--- src/rtl/uart_msg_pkg.sv ---
// Shared types and helpers for the UART message scheduler.
// State encoding, terminator default and slot address math.
package uart_msg_pkg;

  typedef enum logic [2:0] {
    IDLE,
    FETCH,
    CHECK,
    SEND,
    WAIT_DONE,
    DONE
  } state_e;

  localparam logic [7:0] TERM_DEF = 8'h00;

  function automatic int slot_base(input int id, input int slot_len);
    return id * slot_len;
  endfunction

endpackage

--- src/rtl/uart_msg_scheduler_rr_arbiter.sv ---
// Round-robin pick: first pending index at or after rr_ptr, wrapping.
// Purely combinational; the caller owns the pointer.
module rr_arbiter
  import uart_msg_pkg::*;
#(
  parameter int NUM_REQ = 4,
  parameter int IDW     = (NUM_REQ > 1) ? $clog2(NUM_REQ) : 1
) (
  input  logic [NUM_REQ-1:0] pending,
  input  logic [IDW-1:0]     rr_ptr,
  output logic [NUM_REQ-1:0] gnt,
  output logic [IDW-1:0]     idx,
  output logic               valid
);

  int           s;
  logic [IDW-1:0] sel;

  always_comb begin
    gnt   = '0;
    idx   = '0;
    valid = 1'b0;
    s     = 0;
    sel   = '0;
    for (int k = 0; k < NUM_REQ; k++) begin
      s = int'(rr_ptr) + k;
      if (s >= NUM_REQ) s = s - NUM_REQ;
      sel = IDW'(s);
      if (!valid && pending[sel]) begin
        valid    = 1'b1;
        idx      = sel;
        gnt[sel] = 1'b1;
      end
    end
  end

endmodule

--- src/rtl/uart_msg_scheduler.sv ---
// Shares one ROM and one UART TX among NUM_REQ message slots.
// Walks the granted slot byte by byte until TERM or slot end.
module uart_msg_scheduler
  import uart_msg_pkg::*;
#(
  parameter int NUM_REQ  = 4,
  parameter int WIDTH    = 8,
  parameter int DEPTH    = 128,
  parameter int SLOT_LEN = 32,
  parameter int ADDR     = $clog2(DEPTH),
  parameter logic [WIDTH-1:0] TERM = WIDTH'(TERM_DEF)
) (
  input  logic               clk,
  input  logic               rst,
  input  logic [NUM_REQ-1:0] req,
  output logic [ADDR-1:0]    rom_addr,
  input  logic [WIDTH-1:0]   rom_data,
  output logic [WIDTH-1:0]   uart_data,
  output logic               uart_data_valid,
  input  logic               uart_busy,
  input  logic               uart_tx_done,
  output logic [NUM_REQ-1:0] grant,
  output logic [NUM_REQ-1:0] msg_done,
  output logic               busy
);

  localparam int IDW = (NUM_REQ > 1) ? $clog2(NUM_REQ) : 1;
  localparam int CW  = $clog2(SLOT_LEN + 1);

  state_e             state_q, state_d;
  logic [NUM_REQ-1:0] pending_q, pending_d;
  logic [IDW-1:0]     rr_ptr_q, rr_ptr_d;
  logic [IDW-1:0]     cur_id_q, cur_id_d;
  logic [NUM_REQ-1:0] grant_q, grant_d;
  logic [NUM_REQ-1:0] msg_done_q, msg_done_d;
  logic [ADDR-1:0]    rom_addr_q, rom_addr_d;
  logic [CW-1:0]      byte_cnt_q, byte_cnt_d;
  logic [WIDTH-1:0]   uart_data_q, uart_data_d;
  logic               valid_q, valid_d;

  logic [NUM_REQ-1:0] arb_gnt;
  logic [IDW-1:0]     arb_idx;
  logic               arb_valid;
  logic [CW-1:0]      cnt_inc;

  rr_arbiter #(
    .NUM_REQ(NUM_REQ),
    .IDW    (IDW)
  ) u_arb (
    .pending(pending_q),
    .rr_ptr (rr_ptr_q),
    .gnt    (arb_gnt),
    .idx    (arb_idx),
    .valid  (arb_valid)
  );

  assign cnt_inc = byte_cnt_q + CW'(1);

  always_comb begin
    state_d     = state_q;
    pending_d   = pending_q | req;
    rr_ptr_d    = rr_ptr_q;
    cur_id_d    = cur_id_q;
    grant_d     = grant_q;
    msg_done_d  = '0;
    rom_addr_d  = rom_addr_q;
    byte_cnt_d  = byte_cnt_q;
    uart_data_d = uart_data_q;
    valid_d     = 1'b0;
    unique case (state_q)
      IDLE: begin
        if (arb_valid) begin
          // a req on the same bit this cycle survives the clear
          pending_d  = (pending_q & ~arb_gnt) | req;
          cur_id_d   = arb_idx;
          grant_d    = arb_gnt;
          rom_addr_d = ADDR'(slot_base(int'(arb_idx), SLOT_LEN));
          byte_cnt_d = '0;
          state_d    = FETCH;
        end
      end
      FETCH: state_d = CHECK;
      CHECK: begin
        if (rom_data == TERM) begin
          state_d = DONE;
        end else begin
          uart_data_d = rom_data;
          state_d     = SEND;
        end
      end
      SEND: begin
        if (!uart_busy) begin
          valid_d = 1'b1;
          state_d = WAIT_DONE;
        end
      end
      WAIT_DONE: begin
        if (uart_tx_done) begin
          byte_cnt_d = cnt_inc;
          if (cnt_inc == CW'(SLOT_LEN)) begin
            state_d = DONE;
          end else begin
            rom_addr_d = rom_addr_q + ADDR'(1);
            state_d    = FETCH;
          end
        end
      end
      DONE: begin
        msg_done_d = grant_q;
        grant_d    = '0;
        rr_ptr_d   = (cur_id_q == IDW'(NUM_REQ - 1)) ? '0
                                                     : cur_id_q + IDW'(1);
        state_d    = IDLE;
      end
      default: state_d = IDLE;
    endcase
  end

  always_ff @(posedge clk) begin
    if (rst) begin
      state_q     <= IDLE;
      pending_q   <= '0;
      rr_ptr_q    <= '0;
      cur_id_q    <= '0;
      grant_q     <= '0;
      msg_done_q  <= '0;
      rom_addr_q  <= '0;
      byte_cnt_q  <= '0;
      uart_data_q <= '0;
      valid_q     <= 1'b0;
    end else begin
      state_q     <= state_d;
      pending_q   <= pending_d;
      rr_ptr_q    <= rr_ptr_d;
      cur_id_q    <= cur_id_d;
      grant_q     <= grant_d;
      msg_done_q  <= msg_done_d;
      rom_addr_q  <= rom_addr_d;
      byte_cnt_q  <= byte_cnt_d;
      uart_data_q <= uart_data_d;
      valid_q     <= valid_d;
    end
  end

  assign rom_addr        = rom_addr_q;
  assign uart_data       = uart_data_q;
  assign uart_data_valid = valid_q;
  assign grant           = grant_q;
  assign msg_done        = msg_done_q;
  assign busy            = (state_q != IDLE);

endmodule

--- config.mk ---
export PLATFORM = sky130hd
export DESIGN_NAME = uart_msg_scheduler
export DESIGN_NICKNAME = d
export VERILOG_FILES = /design/src/rtl/uart_msg_pkg.sv /design/src/rtl/uart_msg_scheduler_rr_arbiter.sv /design/src/rtl/uart_msg_scheduler.sv
export SDC_FILE = /design/constraint.sdc
export NUM_CORES = 1
export LEC_CHECK = 0
export ABC_AREA = 1
export CELL_PAD_IN_SITES_DETAIL_PLACEMENT = 0
export CELL_PAD_IN_SITES_GLOBAL_PLACEMENT = 1
export CORE_MARGIN = 5
export CORE_UTILIZATION = 40
export DETAILED_ROUTE_END_ITERATION = 7
export MAX_ROUTING_LAYER = met4
export PLACE_DENSITY = 0.82
export SYNTH_ARGS = -nofsm -noshare
export SYNTH_HDL_FRONTEND = slang
export SYNTH_SLANG_ARGS = --single-unit
export TNS_END_PERCENT = 1
--- constraint.sdc ---
create_clock -name clk -period 4.4 [get_ports clk]
set_input_delay 0.66 -clock clk [delete_from_list [all_inputs] [get_ports clk]]
set_output_delay 0.66 -clock clk [all_outputs]
set_load 0.02 [all_outputs]
==> qor.yml <==
run_status:
  status: "finished clean"
hold_path:
  hold_class: "register to register"
  hold_path_depth: 2
  worstHoldStart: "grant[0]$_SDFFE_PP0P_"
  holdPathEnd: "msg_done[0]$_SDFF_PP0_"
pwr:
  p_switching_mw: 0.516
  ir_drop_mv: 0.285
  p_leak_nw: 1.21
  seqPwrFrac_pct: 37.1
  swShare_pct: 38.3
  share_comb_of_total_power_pct: 39.9
  p_per_area_mw_per_mm2: 479
  pwr-share-clk_pct: 23.0
  p_int_mw: 0.830
cells_and_area:
  drive_gt1_share_pct: 6.59
  antenna_cells: 0
  final_cell_mix: "nand2_1 (65), nor2_1 (55), dfxtp_1 (41)"
  layout.nets: 389
  fin_util_pct: 51.3
  nFillCells: 592
  final_common_cell: "nand2_1"
  syn2layout_area_growth_pct: 25.6
  instances_no_fill: 436
die:
  core_area_mm2: 0.00547
  die_x_um: 84.7
  dieHeight_um: 84.7
  fp-row-count: 27
  die_area_mm2: 0.00718
  initial_core_util_pct: 40.8
  io_pins: 41
synthesis:
  yosys.area.top_type: "dfxtp_1"
  synth_cells: 322
  avgSynthCellArea_um2: 6.94
  ys_ff_latch: 41
  synth.yosys.seq_area_share_pct: 36.7
  synth_cell_types: 31
  netlist.area_leader.share_pct: 36.7
  ys_warn_count: 0
  netlist_top_cells_area: "dfxtp_1 (37%), nand2_1 (11%), nor2_1 (9.2%)"
  synth_fp_nets: 348
  synthesis.area_mm2: 0.00223
critical_path:
  arrival_ns: 1.76
  crit_fanout: 6
  reg2reg_depth: 12
  crit_start: "state_q[0]$_SDFFE_PP0P_"
  crit_type: "register to output pin"
  r2r_start: "rr_ptr_q[1]$_SDFFE_PP0P_"
  end_kind: "output pin"
  cp_data_required_time_ns: 3.74
  crit_path_start_kind: "register"
  r2r_slack_ns: 1.99
  r2r-end: "byte_cnt_q[5]$_SDFFE_PP0P_"
global_route:
  grt_pass1_wl_um: 9200
  grt_use_total_pct: 16.0
  antenna_found_initial: 0
  overflow: 0
  grt_pass1_vias: 1996
  grt_max_degree: 21
timing:
  setup_tns_ns: 0
  setup_ws_ns: 1.98
  fin_crit_ns: 2.42
  relSlewSlack_pct: 60.6
  worst_pin_slew_ns: 0.590
  period_share_pct: 55.0
  fmax_mhz: 413
  grt_setup_unrepaired: "no"
  setup_viol: 0
  hold_viol: 0
  slew_viol_final: 0
  skew_ns: 0.00736
cts:
  cts_tree: "built"
  cts_resized: 0
  clk_pin_slew_worst_paths_ns: 0.07
  clkSinkCount: 41
  cts_buffers: 5
  worst_skew_pair.late_latency_ns: 0.29
  cts_setup_buffers: 0
  holdBufCountCts: 0
  htree_num_levels: 2
  root_buffer: "clkbuf_8"
  clockBufferDepth: 2
detailed_routing:
  drt_wl_total_um: 5350
  first_iter_violations: 147
  num_vias: 2128
  routedWlPerCell_um: 12.3
  drt_first_pass_iters: 4
  drc: 0
  vias_per_cell: 4.88
  ant_nets: 0
place:
  placed_cells: 428
  port_buffers: 40
  place_congestion: 0.875
  dp_hpwl_um: 4100
  placement.setup.worst_slack_ns: 1.75
flow_run:
  maxCapViolCount: 0
## area by class of cell
cell class                      instances  area, um2  share of cell area [%]
Inverter                               37        139                    4.95
Multi-Input combinational cell        238       1240                    44.2
Timing Repair Buffer                   40        400                    14.3
Tap cell                               72       90.1                    3.21
Clock buffer                            7       86.3                    3.07
Clock inverter                          1       30.0                    1.07
Sequential cell                        41        821                    29.2
## synth_stat cells
cell and n:
nand2_1 65, nor2_1 55, dfxtp_1 41, inv_1 34, nand3_1 30, a21oi_1 25, o21ai_0 13, ha_1 10
xor2_1 6, nand2_2 5, a21boi_0 4, clkbuf_1 4, nand2_4 4, nand4_1 4, inv_2 3, nor3_1 3
xnor2_1 2, a31oi_1 1, buf_4 1, buf_6 1, nand3_2 1, nand3b_1 1, nand3b_2 1, nand3b_4 1
nor2_4 1, nor3b_1 1, o211ai_1 1, o21ai_1 1, o31ai_1 1, o32ai_1 1, or2_2 1
## how the worst max path moves through the flow
stage / endpoint / slack, ns / cells after the start
floorplan: byte_cnt_q[2]$_SDFFE_PP0P_ / 2.46 / 11
global placement: rr_ptr_q[0]$_SDFFE_PP0P_ / 1.78 / 4
detailed placement: rr_ptr_q[0]$_SDFFE_PP0P_ / 1.75 / 4
CTS: busy / 1.93 / 5
global route: pending_q[2]$_SDFF_PP0_ / 1.73 / 12
finish: busy / 1.98 / 5
## stage by stage
step / instance area [um2] / total power, mW / hold slack (ns)
after CTS: 2810 / 1.36 / 0.448
after detailed placement: 2690 / 1.04 / 0.436
after global placement: 2690 / 1.04 / 0.439
after floorplan: 2230 / 0.873 / 0.442
final: 2810 / 1.35 / 0.444
after global routing: 2810 / 1.45 / 0.468
## metal layers
metal | up-vias | GRT usage (%) | share of wire, %
met4 | 0 | 3.02 | 0.65
met5 | - | - | 0
met2 | 57 | 24.8 | 47
met3 | 4 | 4.12 | 4.9
met1 | 953 | 21.1 | 48
li1 | 1114 | - | -
## critical path: stages, from the launching register on
cell and delay (ns):
dfxtp_1 0.36, nor2_1 0.14, inv_1 0.07, nor2_1 0.30, inv_1 0.07, clkdlybuf4s50_1 0.54
## registers in the layout, indices dropped and copies added (netlist names), 3 cells and up
signal / count
byte_cnt_q: 6
grant: 4
msg_done: 4
pending_q: 4
rom_addr: 7
state_q: 3
uart_data: 8
## power by group through the flow
stage	combinational, mW	sequential (mW)	clock [mW]
after floorplan	0.331	0.543	0
after global placement	0.536	0.507	0
after detailed placement	0.537	0.508	0
after CTS	0.540	0.500	0.319
after global routing	0.597	0.510	0.339
final	0.536	0.499	0.310
## logic make-up after synthesis
kind of cell,synth area share (%)
XOR/XNOR,3.14
flip-flops,36.7
AND/OR/NAND/NOR,35.4
buffers and inverters,7.73
AO/OA/AOI/OAI,11.4
adder cells (fa/ha/maj),5.60
Power figures use the tool's default switching activity.
==> RTL change 1 (same flow settings) <==
The parameter `DEPTH` goes from 128 to 256.
--- a/src/rtl/uart_msg_scheduler.sv
+++ b/src/rtl/uart_msg_scheduler.sv
@@ -7,3 +7,3 @@
   parameter int WIDTH    = 8,
-  parameter int DEPTH    = 128,
+  parameter int DEPTH    = 256,
   parameter int SLOT_LEN = 32,
Ports: changed (resized rom_addr); port bits go from 41 to 42. The function was not compared with the original's and may differ.
==> RTL change 1 against the original RTL <==
Global-route usage increased by 0.49 points; wire length increased by 1.9%; sequential power fell by 2%; power decreased by 8.0%; sequential cell count rose by 1; setup slack got worse by 0.084 ns; cell area up 4.1%; area after synthesis increased by 5.9%; critical path type unchanged.
==> RTL change 1: results (changes against the original RTL) <==
| Metric | Value |
|---|---|
| Run status | `complete, no violations (unchanged)` |
| P_leak | `1.25 nW (was 1.21 nW)` |
| GR Util met3 | `3.41% (was 4.12%)` |
| List of most frequent post-synthesis cells | `87 x nand2_1, 52 x nor2_1, 42 x dfxtp_1, 42 x inv_1, 26 x a21oi_1 (was 65 x nand2_1, 55 x nor2_1, 41 x dfxtp_1)` |
| Vias | `2,212 (was 2,128)` |
| Met1 usage | `22.0% (was 21.1%)` |
| Setup WS pre-CTS | `1.63 ns (was 1.75 ns)` |
| Crit-path max FO | `5 (was 6)` |
| Port-buffer cells | `41 (was 40)` |
| Min cycle time layout | `2.50 ns (was 2.42 ns)` |
| DR iter-0 viols | `104 (was 147)` |
| Avg WL per Cell | `11.7 microns (was 12.3 microns)` |
| Clk_skew | `0.00607 ns (was 0.00736 ns)` |
| Met2 Use GR | `25.3% (was 24.8%)` |
| Adder-cell area share of the yosys netlist | `5.29% (was 5.60%)` |
| Routed wl met3 | `193 microns (was 262 microns)` |
| Max VDD drop | `271 uV (was 285 uV)` |
| Largest net degree at the start of global routing | `18 (was 21)` |
| Routability Congestion | `0.818 (was 0.875)` |
| Final WL | `5450 microns (was 5350 microns)` |
| Number of global-route vias before repair | `2,191 (was 1,996)` |
| Placed instance count | `458 (was 428)` |
| Metal2 WL | `2490 microns (was 2500 microns)` |
| Clk slew on worst S/H paths | `0.09 ns (was 0.07 ns)` |
| Compound-Gate Fraction of Synth Area | `12.0% (was 11.4%)` |
| First-pass GRT wire length | `9830 microns (was 9200 microns)` |
[RTL change 1: layout make-up]
class	count	area, sq um
fillers	598	2930
multi-input cells	254	1310
flip-flops and latches	42	841
repair buffers	41	410
inverters	46	174
well taps	75	93.8
clock buffers	5	68.8
clock inverters	3	23.8
[RTL change 1: cells by family (layout without fill, tap and decap cells)]
logic type | count (synthesis) | after routing
simple gates | 189 | 189
compound gates | 51 | 51
fa+ha+maj | 10 | 10
xor+xnor | 4 | 4
buf+inv | 51 | 95
flops | 42 | 42
[RTL change 1: power by group]
| part | switching (mW) | internal [mW] | leakage, nW | total, mW |
|---|---|---|---|---|
| registers | 0.0511 | 0.436 | 0.343 | 0.487 |
| clock network | 0.144 | 0.113 | 0.0408 | 0.257 |
| logic | 0.309 | 0.185 | 0.865 | 0.493 |
| total | 0.504 | 0.734 | 1.25 | 1.24 |
[RTL change 1: final timing paths]
path,startpoint,end,slack [ns],cells past startpoint
worst min-delay path,grant[1],msg_done[1],0.45,2
worst max-delay path,state_q[0],busy,1.90,5
worst max register to register,rr_ptr_q[0],pending_q[2],1.97,12
worst min register to register,grant[1],msg_done[1],0.45,2
[RTL change 1: worst max-delay path, stage by stage, from the launching register on]
cell and delay (ns):
dfxtp_1 0.38, nor2_4 0.18, inv_1 0.07, nor2_1 0.27, inv_1 0.09, clkdlybuf4s50_1 0.55
[RTL change 1: stage by stage]
step	cell area, sq um	util, %
2_1_floorplan	2370	-
3_3_place_gp	2830	48.4
3_5_place_dp	2830	48.4
4_1_cts	2920	50.0
5_1_grt	2920	50.0
6_report	2920	50.0
==> RTL change 2 (config.mk and constraints unchanged) <==
Without the edit above. Take the reset off `rom_addr_q` and load it in a clocked block of its own.
--- a/src/rtl/uart_msg_scheduler.sv
+++ b/src/rtl/uart_msg_scheduler.sv
@@ -126,3 +126,2 @@
       msg_done_q  <= '0;
-      rom_addr_q  <= '0;
       byte_cnt_q  <= '0;
@@ -137,3 +136,2 @@
       msg_done_q  <= msg_done_d;
-      rom_addr_q  <= rom_addr_d;
       byte_cnt_q  <= byte_cnt_d;
@@ -142,2 +140,6 @@
     end
+  end
+
+  always_ff @(posedge clk) begin
+    rom_addr_q <= rom_addr_d;
   end
Formal check against the unedited RTL: differs if rst is asserted again (counterexample within 4 cycles, from zero or initial values and one cycle with rst high); with rst held inactive, the same outputs for 10 cycles.
==> RTL change 2 against the original RTL <==
Power grew 8.3%; sequential cell count did not move; utilization rose by 1.2 points; sequential share of layout area up 3.6 points; cell area shrank 3.3%; register-to-register slack got worse by 0.15 ns; area after synthesis is 3.9% lower; setup slack got worse by 0.19 ns; wire length is 5.5% lower; largest power group unchanged; highest routed layer unchanged.
==> RTL change 2: results (changes against the original RTL) <==
| Metric | Value |
|---|---|
| Run status | `complete, no violations (unchanged)` |
| Total GRT Usage | `15.6% (was 16.0%)` |
| Clk_skew | `0.00378 ns (was 0.00736 ns)` |
| Final setup margin | `1.79 ns (was 1.98 ns)` |
| Seq/Total Area, Yosys | `41.5% (was 36.7%)` |
| GR Util met3 | `3.76% (was 4.12%)` |
| Dpl cell area | `0.00263 sq mm (was 0.00269 sq mm)` |
| Slew HR | `57.9% (was 60.6%)` |
| Fin cells | `406 (was 436)` |
| FFs & Latches | `41 (unchanged)` |
| Share of cells above drive strength 1 | `7.14% (was 6.59%)` |
| Tot Pwr | `1.46 mW (was 1.35 mW)` |
| Nets | `361 (was 389)` |
| Non-clock inverter count | `38 (was 37)` |
| ClkCell Share | `3.32% (was 4.14%)` |
| Combinational logic power | `654 uW (was 536 uW)` |
| Cell Pwr Density | `537 mW/mm^2 (was 479 mW/mm^2)` |
| Met1 usage | `20.1% (was 21.1%)` |
| Routability Congestion | `0.805 (was 0.875)` |
| Clkbuf count | `6 (was 7)` |
| Psw | `595 uW (was 516 uW)` |
| Final WL | `5050 microns (was 5350 microns)` |
| Number of global-route vias before repair | `1,967 (was 1,996)` |
| Avg Inst Size Synth | `7.36 sq um (was 6.94 sq um)` |
| DR iter-0 viols | `76 (was 147)` |
| DPL Wire Length | `3930 microns (was 4100 microns)` |
| Placed instance count | `399 (was 428)` |
| WHS | `0.445 ns (was 0.444 ns)` |
| P_leak | `1.14 nW (was 1.21 nW)` |
| Via density per instance | `4.89 (was 4.88)` |
| Multi-input gate area | `0.00110 sq mm (was 0.00124 sq mm)` |
| First-pass GRT wire length | `8870 microns (was 9200 microns)` |
| Count of multi-input gates | `210 (was 238)` |
| # fillers | `536 (was 592)` |
RTL change 2: worst paths after layout:
path               startpoint          end  cells after the start
hold reg to reg      grant[3]  msg_done[3]                      2
hold / removal       grant[3]  msg_done[3]                      2
setup reg to reg  rr_ptr_q[0]  rom_addr[4]                     10
setup / recovery   state_q[1]         busy                      5
RTL change 2: logic make-up after synthesis:
kind of cell    count (synthesis)  share of synthesized area [%]
compound gates                 46                           11.6
xor+xnor                        5                           2.04
fa+ha+maj                       9                           5.24
buf+inv                        41                           7.16
flops                          41                           41.5
simple gates                  150                           32.4
RTL change 2: worst register-to-register path, delay by kind of cell, from the launching register on:
| family | cells | cell delay [ns] |
|---|---|---|
| buffers and inverters | 2 | 0.25 |
| DFF | 1 | 0.51 |
| and+or+nand+nor | 7 | 1.07 |
| adders and majority gates | 1 | 0.39 |
RTL change 2: routing by layer:
layer / part of all wire (%) / vias up
met5: 0 / -
met4: 0.87 / 0
met3: 4.6 / 4
met2: 44 / 41
met1: 50 / 889
li1: - / 1050
